===== config.mk =====
export PLATFORM = sky130hd
export DESIGN_NAME = accumulate_unit
export DESIGN_NICKNAME = d
export VERILOG_FILES = /design/src/rtl/accumulate_pkg.sv /design/src/rtl/accumulate_unit_ripple_add_n.sv /design/src/rtl/accumulate_unit.sv
export SDC_FILE = /design/constraint.sdc
export NUM_CORES = 1
export LEC_CHECK = 0
export ABC_AREA = 1
export ABC_CLOCK_PERIOD_IN_PS = 2150
export BUFFER_PORTS_ARGS = -buffer_cell sky130_fd_sc_hd__buf_2
export CAP_MARGIN = 25
export CORE_ASPECT_RATIO = 1.4
export CORE_MARGIN = 4
export CORE_UTILIZATION = 45
export CTS_CLUSTER_SIZE = 20
export DETAILED_ROUTE_END_ITERATION = 8
export PLACE_DENSITY_LB_ADDON = 0.25
export SYNTH_ARGS = -nofsm -noshare
export SYNTH_HDL_FRONTEND = slang
export SYNTH_SLANG_ARGS = --single-unit

===== constraint.sdc =====
create_clock -name clk -period 2.15 [get_ports clk]
set_clock_uncertainty 0.2 [all_clocks]
set_input_delay 0.215 -clock clk [delete_from_list [all_inputs] [get_ports clk]]
set_output_delay 0.215 -clock clk [all_outputs]
set_load 0.02 [all_outputs]

===== src/rtl/accumulate_pkg.sv =====
// Shared types and constants for the accumulate unit: FSM encoding, op codes and default sizes.
package accumulate_pkg;

  typedef enum logic [1:0] {
    IDLE = 2'd0,
    EXEC = 2'd1,
    HOLD = 2'd2
  } state_e;

  localparam logic OP_ADD  = 1'b0;
  localparam logic OP_LOAD = 1'b1;

  localparam int ACC_WIDTH_DEF = 4;
  localparam int CNT_W_DEF     = 4;

endpackage


===== src/rtl/accumulate_unit_ripple_add_n.sv =====
// Combinational ripple-carry adder built from bit-level full adders.
// Exposes the carry into the MSB so the caller can derive signed overflow.
module ripple_add_n #(
  parameter int WIDTH = 4
) (
  input  logic [WIDTH-1:0] a_i,
  input  logic [WIDTH-1:0] b_i,
  input  logic             cin_i,
  output logic [WIDTH-1:0] sum_o,
  output logic             c_msb_in_o,
  output logic             c_out_o
);

  logic [WIDTH:0] carry;

  assign carry[0] = cin_i;

  for (genvar i = 0; i < WIDTH; i++) begin : g_fa
    assign sum_o[i]     = a_i[i] ^ b_i[i] ^ carry[i];
    assign carry[i+1]   = (a_i[i] & b_i[i]) | (carry[i] & (a_i[i] ^ b_i[i]));
  end

  assign c_msb_in_o = carry[WIDTH-1];
  assign c_out_o    = carry[WIDTH];

endmodule


===== src/rtl/accumulate_unit.sv =====
// Running-sum unit with in/out valid-ready handshakes around a ripple-carry adder.
// Optional build macro ACCUMULATE_UNIT_SATURATE_EN clamps the accumulator to all ones on carry-out.
//
// state | meaning
// IDLE  | waiting for an operand, in_ready high
// EXEC  | one cycle: apply latched ADD/LOAD to the accumulator
// HOLD  | result presented with out_valid until out_ready
module accumulate_unit
  import accumulate_pkg::*;
#(
  parameter int WIDTH = ACC_WIDTH_DEF,
  parameter int CNT_W = CNT_W_DEF
) (
  input  logic             clk,
  input  logic             reset,
  input  logic             in_valid,
  output logic             in_ready,
  input  logic             in_op,
  input  logic [WIDTH-1:0] in_data,
  input  logic             in_cin,
  output logic             out_valid,
  input  logic             out_ready,
  output logic [WIDTH-1:0] acc_out,
  output logic             cout,
  output logic             ovf,
  output logic [CNT_W-1:0] op_count
);

  localparam logic [1:0] S_IDLE = IDLE;
  localparam logic [1:0] S_EXEC = EXEC;
  localparam logic [1:0] S_HOLD = HOLD;

  logic [1:0]       state_q, state_d;
  logic [WIDTH-1:0] acc_q, acc_d;
  logic             cout_q, cout_d;
  logic             ovf_q, ovf_d;
  logic [CNT_W-1:0] cnt_q, cnt_d;
  logic             op_q, op_d;
  logic [WIDTH-1:0] data_q, data_d;
  logic             cin_q, cin_d;

  logic [WIDTH-1:0] sum;
  logic             c_msb_in;
  logic             c_out;

  ripple_add_n #(.WIDTH(WIDTH)) u_add (
    .a_i        (acc_q),
    .b_i        (data_q),
    .cin_i      (cin_q),
    .sum_o      (sum),
    .c_msb_in_o (c_msb_in),
    .c_out_o    (c_out)
  );

  always_comb begin
    state_d = state_q;
    acc_d   = acc_q;
    cout_d  = cout_q;
    ovf_d   = ovf_q;
    cnt_d   = cnt_q;
    op_d    = op_q;
    data_d  = data_q;
    cin_d   = cin_q;
    unique case (state_q)
      S_IDLE: begin
        if (in_valid) begin
          op_d    = in_op;
          data_d  = in_data;
          cin_d   = in_cin;
          cnt_d   = cnt_q + CNT_W'(1);
          state_d = S_EXEC;
        end
      end
      S_EXEC: begin
        if (op_q == OP_LOAD) begin
          acc_d  = data_q;
          cout_d = 1'b0;
          ovf_d  = 1'b0;
        end else begin
`ifdef ACCUMULATE_UNIT_SATURATE_EN
          acc_d  = c_out ? {WIDTH{1'b1}} : sum;
`else
          acc_d  = sum;
`endif
          cout_d = c_out;
          ovf_d  = c_msb_in ^ c_out;
        end
        state_d = S_HOLD;
      end
      S_HOLD: begin
        if (out_ready) state_d = S_IDLE;
      end
      default: state_d = S_IDLE;
    endcase
  end

  always_ff @(posedge clk) begin
    if (reset) begin
      state_q <= S_IDLE;
      acc_q   <= '0;
      cout_q  <= 1'b0;
      ovf_q   <= 1'b0;
      cnt_q   <= '0;
      op_q    <= OP_ADD;
      data_q  <= '0;
      cin_q   <= 1'b0;
    end else begin
      state_q <= state_d;
      acc_q   <= acc_d;
      cout_q  <= cout_d;
      ovf_q   <= ovf_d;
      cnt_q   <= cnt_d;
      op_q    <= op_d;
      data_q  <= data_d;
      cin_q   <= cin_d;
    end
  end

  assign in_ready  = (state_q == S_IDLE);
  assign out_valid = (state_q == S_HOLD);
  assign acc_out   = acc_q;
  assign cout      = cout_q;
  assign ovf       = ovf_q;
  assign op_count  = cnt_q;

endmodule


* Word level (Yosys, flattened, before mapping)
Cells that the tools add are included.
Widths: inputs -> output; s select.
** Storage, ports and cells
- Register bits :: 18
- Input bits :: 10
- Output and inout bits :: 12
- Word-level logic and storage cells :: 43
** Cells by class
- $add $sub $neg :: 1
- Equality and inequality tests :: 4
- Multiplexer cells :: 6
- Bitwise gates (word level) :: 21
- Reductions and logical operators :: 3
** Operators with widths (count)
- $xor 1x1->1 :: 9
- $and 1x1->1 :: 8
- $pmux 2 s3 :: 1
- $add 4x1->4 const B :: 1
- $mux 2 :: 2
- $mux 4 :: 1
- $or 1x1->1 :: 4
- $reduce_and 2->1 :: 2
- $eq 2x1->1 const B :: 1
- $eq 2x2->1 const B :: 1
- $logic_not 2->1 :: 1
- $mux 1 :: 2
- $ne 2x1->1 const B :: 1
- $ne 2x2->1 const B :: 1

* Logic depth before layout (Yosys ltp)
- Word-level depth :: 11
- Depth in mapped cells :: 10
- Depth with buffers taken out :: 10

* Hierarchy
Synthesis repeated with hierarchy kept, for this count alone.
** Unflattened totals
- Cell total of the unflattened synthesis :: 110
- Area total of the unflattened synthesis :: 873.3 µm²
** By module, submodules not included
- accumulate_unit :: instances 1, cells each 98, area each 763.2 µm², sequential area each 360.3 µm²
- ripple_add_n :: instances 1, cells each 12, area each 110.1 µm², sequential area each 0.0 µm²

* Worst setup path after synthesis
No wires, ideal clock.
- Kind :: reg-to-reg
- From :: register acc_q[0], in the netlist acc_out[0]
- To :: register acc_q[3], in the netlist acc_out[3]
- Library setup time :: 0.117 ns
- Arrival time :: 2.194 ns
- Data required time :: 1.833 ns
- Slack :: -0.361 ns
- Stages on the path, launching flop included :: 9
- Buffers on the path :: 0
- Clock period less this slack :: 2.511 ns
- Cells stage by stage :: dfxtp_1 -> fa_1 -> inv_1 -> fa_1 -> fa_1 -> fa_1 -> o21ai_0 -> a21oi_1 -> nor2_1
** On the way
- Word-level cells in the longest chain between the ends :: 9
- Elaborated cells between the ends (all ways) :: 10
- Classes of those cells :: 1 x mux; 9 x bitwise
** RTL lines
- start: declaration :: line accumulate_unit.sv:34 : logic [WIDTH-1:0] acc_q, acc_d;
- start signal: assignment :: line accumulate_unit.sv:100 : acc_q <= '0;
- start signal: assignment :: line accumulate_unit.sv:109 : acc_q <= acc_d;
- $xor 1x1->1 :: line accumulate_unit_ripple_add_n.sv:20 : assign carry[i+1] = (a_i[i] & b_i[i]) | (carry[i] & (a_i[i] ^ b_i[i]));
- $and 1x1->1 :: line accumulate_unit_ripple_add_n.sv:20
- $or 1x1->1 (*) :: line accumulate_unit_ripple_add_n.sv:20
- $and 1x1->1 (*) :: line accumulate_unit_ripple_add_n.sv:20
- $or 1x1->1 (*) :: line accumulate_unit_ripple_add_n.sv:20
- $and 1x1->1 (*) :: line accumulate_unit_ripple_add_n.sv:20
- $or 1x1->1 (*) :: line accumulate_unit_ripple_add_n.sv:20
- $xor 1x1->1 (*) :: line accumulate_unit_ripple_add_n.sv:19 : assign sum_o[i] = a_i[i] ^ b_i[i] ^ carry[i];
- $mux 4 (*) :: line accumulate_unit.sv:75 : if (op_q == OP_LOAD) begin
Every way passes the cells marked *; elsewhere a longest branch is shown, timed or not.
A chain may end at the register's enable or synchronous reset.

* Worst setup path after layout
Ends and elaborated chain as after synthesis.

==> results by group <==
Clocking
  – CTS tree: done
  – Deepest level of the CTS H-tree: 1
  – Number of buffers created by CTS: 3
  – Later-pin clock latency in the skew report: 0.28 ns
  – Clock Path Buffers: 2
  – Clock sinks: 18
  – Clock Tree Root: clkbuf_4
  – Clock transition at the registers of the reported paths: 0.11 ns

Yosys
  – Mapped Area: 865 µm²
  – Share of the synthesized area in the top cell type: 41.7%
  – Yosys warning total: 0
  – Leading cell types by total area after synthesis: dfxtp_1, fa_1, nor2_1, a21oi_1, o21ai_0
  – Syn Inst Count: 108
  – Sequential fraction of the synthesis area: 41.7%
  – Post-synth cell types: 18
  – Most area-hungry cell type in the Yosys netlist: dfxtp_1
  – Flops & latches, synth: 18
  – Mean Syn Cell Area: 8.01 µm²
  – Post-Syn Nets: 123

Pwr
  – Switching power summed over all nets: 206 µW
  – PwrDens: 635 nW/µm²
  – Combinational cell fraction of total power: 21.5%
  – Switching portion of total power: 29.6%
  – Internal power: 490 µW
  – Cell leakage power: 0.504 nW
  – Post-layout power: 696 µW
  – Clock network fraction of design power: 24.2%
  – Sequential share of power: 54.3%
  – IR Drop Worst-Case VDD: 0.000574 V

Worst hold path
  – Hold endpoint: data_q[3]$_SDFFE_PP0P_
  – Number of instances on the worst hold path: 3
  – HP Start: in_data[3]
  – Worst hold path type: in2reg

Layout
  – Fin nets: 154
  – Ratio of cells with drive above 1 in the final layout: 34.1%
  – Area growth from synthesis to final layout: 26.8%
  – Final standard cell count with taps included and fillers excluded: 158
  – Final non-filler cell area: 1100 µm²
  – Total inserted antenna cells: 0

Routing
  – First DRT Iteration DRCs: 21
  – Detailed-routing iteration count for the pre-antenna-repair pass: 4
  – Met3 wirelength from detailed routing: 66 µm
  – WL per Instance: 10.7 µm
  – Drt via density: 4.68
  – Detailed-routed wire length on met2: 838 µm
  – Highest metal layer with signal wires: met4
  – Routed wire length: 1700 µm
  – Number of nets still failing antenna checks after routing: 0
  – Remaining design rule violation count: 0
  – Met1 wire length: 768 µm
  – Detailed-route via count: 740

Die
  – Overall die height: 59.9 µm
  – Area of the core: 1800 µm²
  – Area of the die: 2700 µm²
  – Initial cell density of the core: 48.0%
  – Top-level I/O count: 22
  – Row Count: 18
  – Width of the chip: 45.0 µm

STA
  – Final Setup Violations: 2
  – Post-layout minimum cycle time: 2.31 ns
  – RSZ-0062 raised after global routing: true
  – Slew headroom: 71.8%
  – Crit share post-route: 108%
  – Final slew viol count: 0
  – Worst path setup slack after routing: -0.163 ns
  – Final-report hold violation count: 0
  – Slew of the pin with the lowest slew margin: 0.422 ns
  – Fmax: 432 MHz

GRT
  – Total overflow reported by the global router: 0
  – Combined global-route utilization of all metal layers: 14.8%
  – Number of antenna violations at the first check in global routing: 0
  – Global-route wire length before repair: 3050 µm
  – Number of global-route vias before repair: 732
  – Pin count of the biggest net entering global routing: 15

Setup path
  – Slowest cell delay on critical path: 0.52 ns
  – Startpoint type of the worst setup path: flop
  – Crit end category: flop
  – Slack of the worst reg-to-reg path: -0.16 ns
  – Crit-path most repeated cell: fa_2
  – Critical path buffers and inverters: 1
  – Setup CP Type: reg2reg
  – Crit Path Max Fanout: 2
  – Capture instance of the worst register-to-register path: acc_out[3]$_SDFFE_PP0N_
  – Crit path required time: 2.12 ns
  – CP delay by family, top: adder cells
  – Number of cell instances on the worst register-to-register path: 8
  – Slowest cell on the critical path: fa_2
  – Worst r2r src: acc_out[0]$_SDFFE_PP0N_
  – Data arrival at the endpoint of the critical path: 2.29 ns
  – Critical path, cell by cell: fa_1 > inv_1 > fa_2 > fa_2 > fa_2 > o21ai_1 > a21oi_1 > nor2_1

Status
  – Result of the run: finished with violations
  – Failing checks: setup timing

Placement
  – Instance area at placement: 1000 µm²
  – Total instance count after detailed placement: 148
  – Number of port buffers: 21
  – Post-Place Worst Slack: -0.165 ns
  – Weighted congestion reported at the end of routability-driven placement: 0.723
  – Half-perimeter wire length after placement: 1250 µm

Flow run
  – Reported max-cap violation count: 0
-- logic make-up after synthesis --
group,after synthesis,share of synthesized area (%)
AO/OA/AOI/OAI,29,19.0
XOR/XNOR,1,1.01
adder cells (fa/ha/maj),5,10.7
buffers and inverters,19,9.26
flip-flops,18,41.7
AND/OR/NAND/NOR,36,18.4
-- synth_stat cells, drive strengths merged --
library cell and n:
xor2 1, ha 1, a21oi 13, dfxtp 18, nand2 15, inv 16
nand3 1, clkbuf 1, buf 2, fa 4, nor2 20, o21ai 16
-- area by class of cell --
cell class	count	area, µm²
Multi-Input combinational cell	71	439
Clock buffer	4	26.3
Sequential cell	18	368
Timing Repair Buffer	29	178
Fill cell	177	706
Inverter	16	60.1
Tap cell	20	25.0
-- cells in the final DEF (no fill, tap or decap), types with 4 or more instances in the layout --
cell type / instances
a21oi_1: 10
nand2_1: 13
o21ai_2: 4
dlygate4sd3_1: 5
nor2_1: 17
o21ai_0: 11
inv_1: 15
buf_2: 21
dfxtp_1: 14
-- flip-flops by register name (all words and copies together) (netlist names) --
signal	count
cout	1
ovf	1
op_count	4
cin_q	1
op_q	1
acc_out	4
data_q	4
state_q	2
-- power groups by stage --
stage / registers, mW / clock network [mW] / logic [mW]
detailed placement: 0.385 / 0 / 0.140
finish: 0.377 / 0.169 / 0.150
CTS: 0.378 / 0.176 / 0.152
global route: 0.382 / 0.193 / 0.168
floorplan: 0.392 / 0 / 0.0896
global placement: 0.383 / 0 / 0.135
-- through the flow --
step	TNS, ns	hold slack, ns	util, %
after floorplan	-0.278	0.0774	-
after CTS	-0.262	0.0142	60.6
after global placement	-0.282	0.252	55.5
after global routing	-0.534	0.0265	60.8
after detailed placement	-0.373	0.258	55.5
final	-0.256	0.0152	60.8
-- how the worst max path moves through the flow --
| stage | from | to | slack (ns) | depth (start not counted) |
|---|---|---|---|---|
| 2_1_floorplan | acc_out[0]$_SDFFE_PP0N_ | acc_out[3]$_SDFFE_PP0N_ | -0.16 | 8 |
| 3_3_place_gp | data_q[0]$_SDFFE_PP0P_ | acc_out[3]$_SDFFE_PP0N_ | -0.15 | 8 |
| 3_5_place_dp | data_q[0]$_SDFFE_PP0P_ | ovf$_SDFFE_PP0N_ | -0.17 | 10 |
| 4_1_cts | acc_out[0]$_SDFFE_PP0N_ | acc_out[3]$_SDFFE_PP0N_ | -0.17 | 8 |
| 5_1_grt | acc_out[0]$_SDFFE_PP0N_ | acc_out[3]$_SDFFE_PP0N_ | -0.23 | 8 |
| 6_report | acc_out[0]$_SDFFE_PP0N_ | acc_out[3]$_SDFFE_PP0N_ | -0.16 | 8 |
-- worst register-to-register path: stages, from the launching register on --
cell and delay [ns]:
dfxtp_4 0.37, fa_1 0.16, inv_1 0.05, fa_2 0.33, fa_2 0.36, fa_2 0.52, o21ai_1 0.06, a21oi_1 0.12
nor2_1 0.05
-- routing by layer --
metal  global-route usage (%)  vias up
li1                         -      397
met1                     19.3      326
met2                     24.7       15
met3                     1.81        2
met4                     5.02        0
met5                        0        -
-- what timing repair did --
| item | CTS | global route |
|---|---|---|
| endpoints found under the setup margin | 3 | 4 |
| hold buffers | 5 | 0 |
| setup buffers | 1 | 0 |
| gates resized for setup | 6 | 1 |
| pin swaps | 1 | 0 |
| endpoints found under the hold margin | 8 | 0 |
Note: power is estimated with default switching activity, not from simulation.
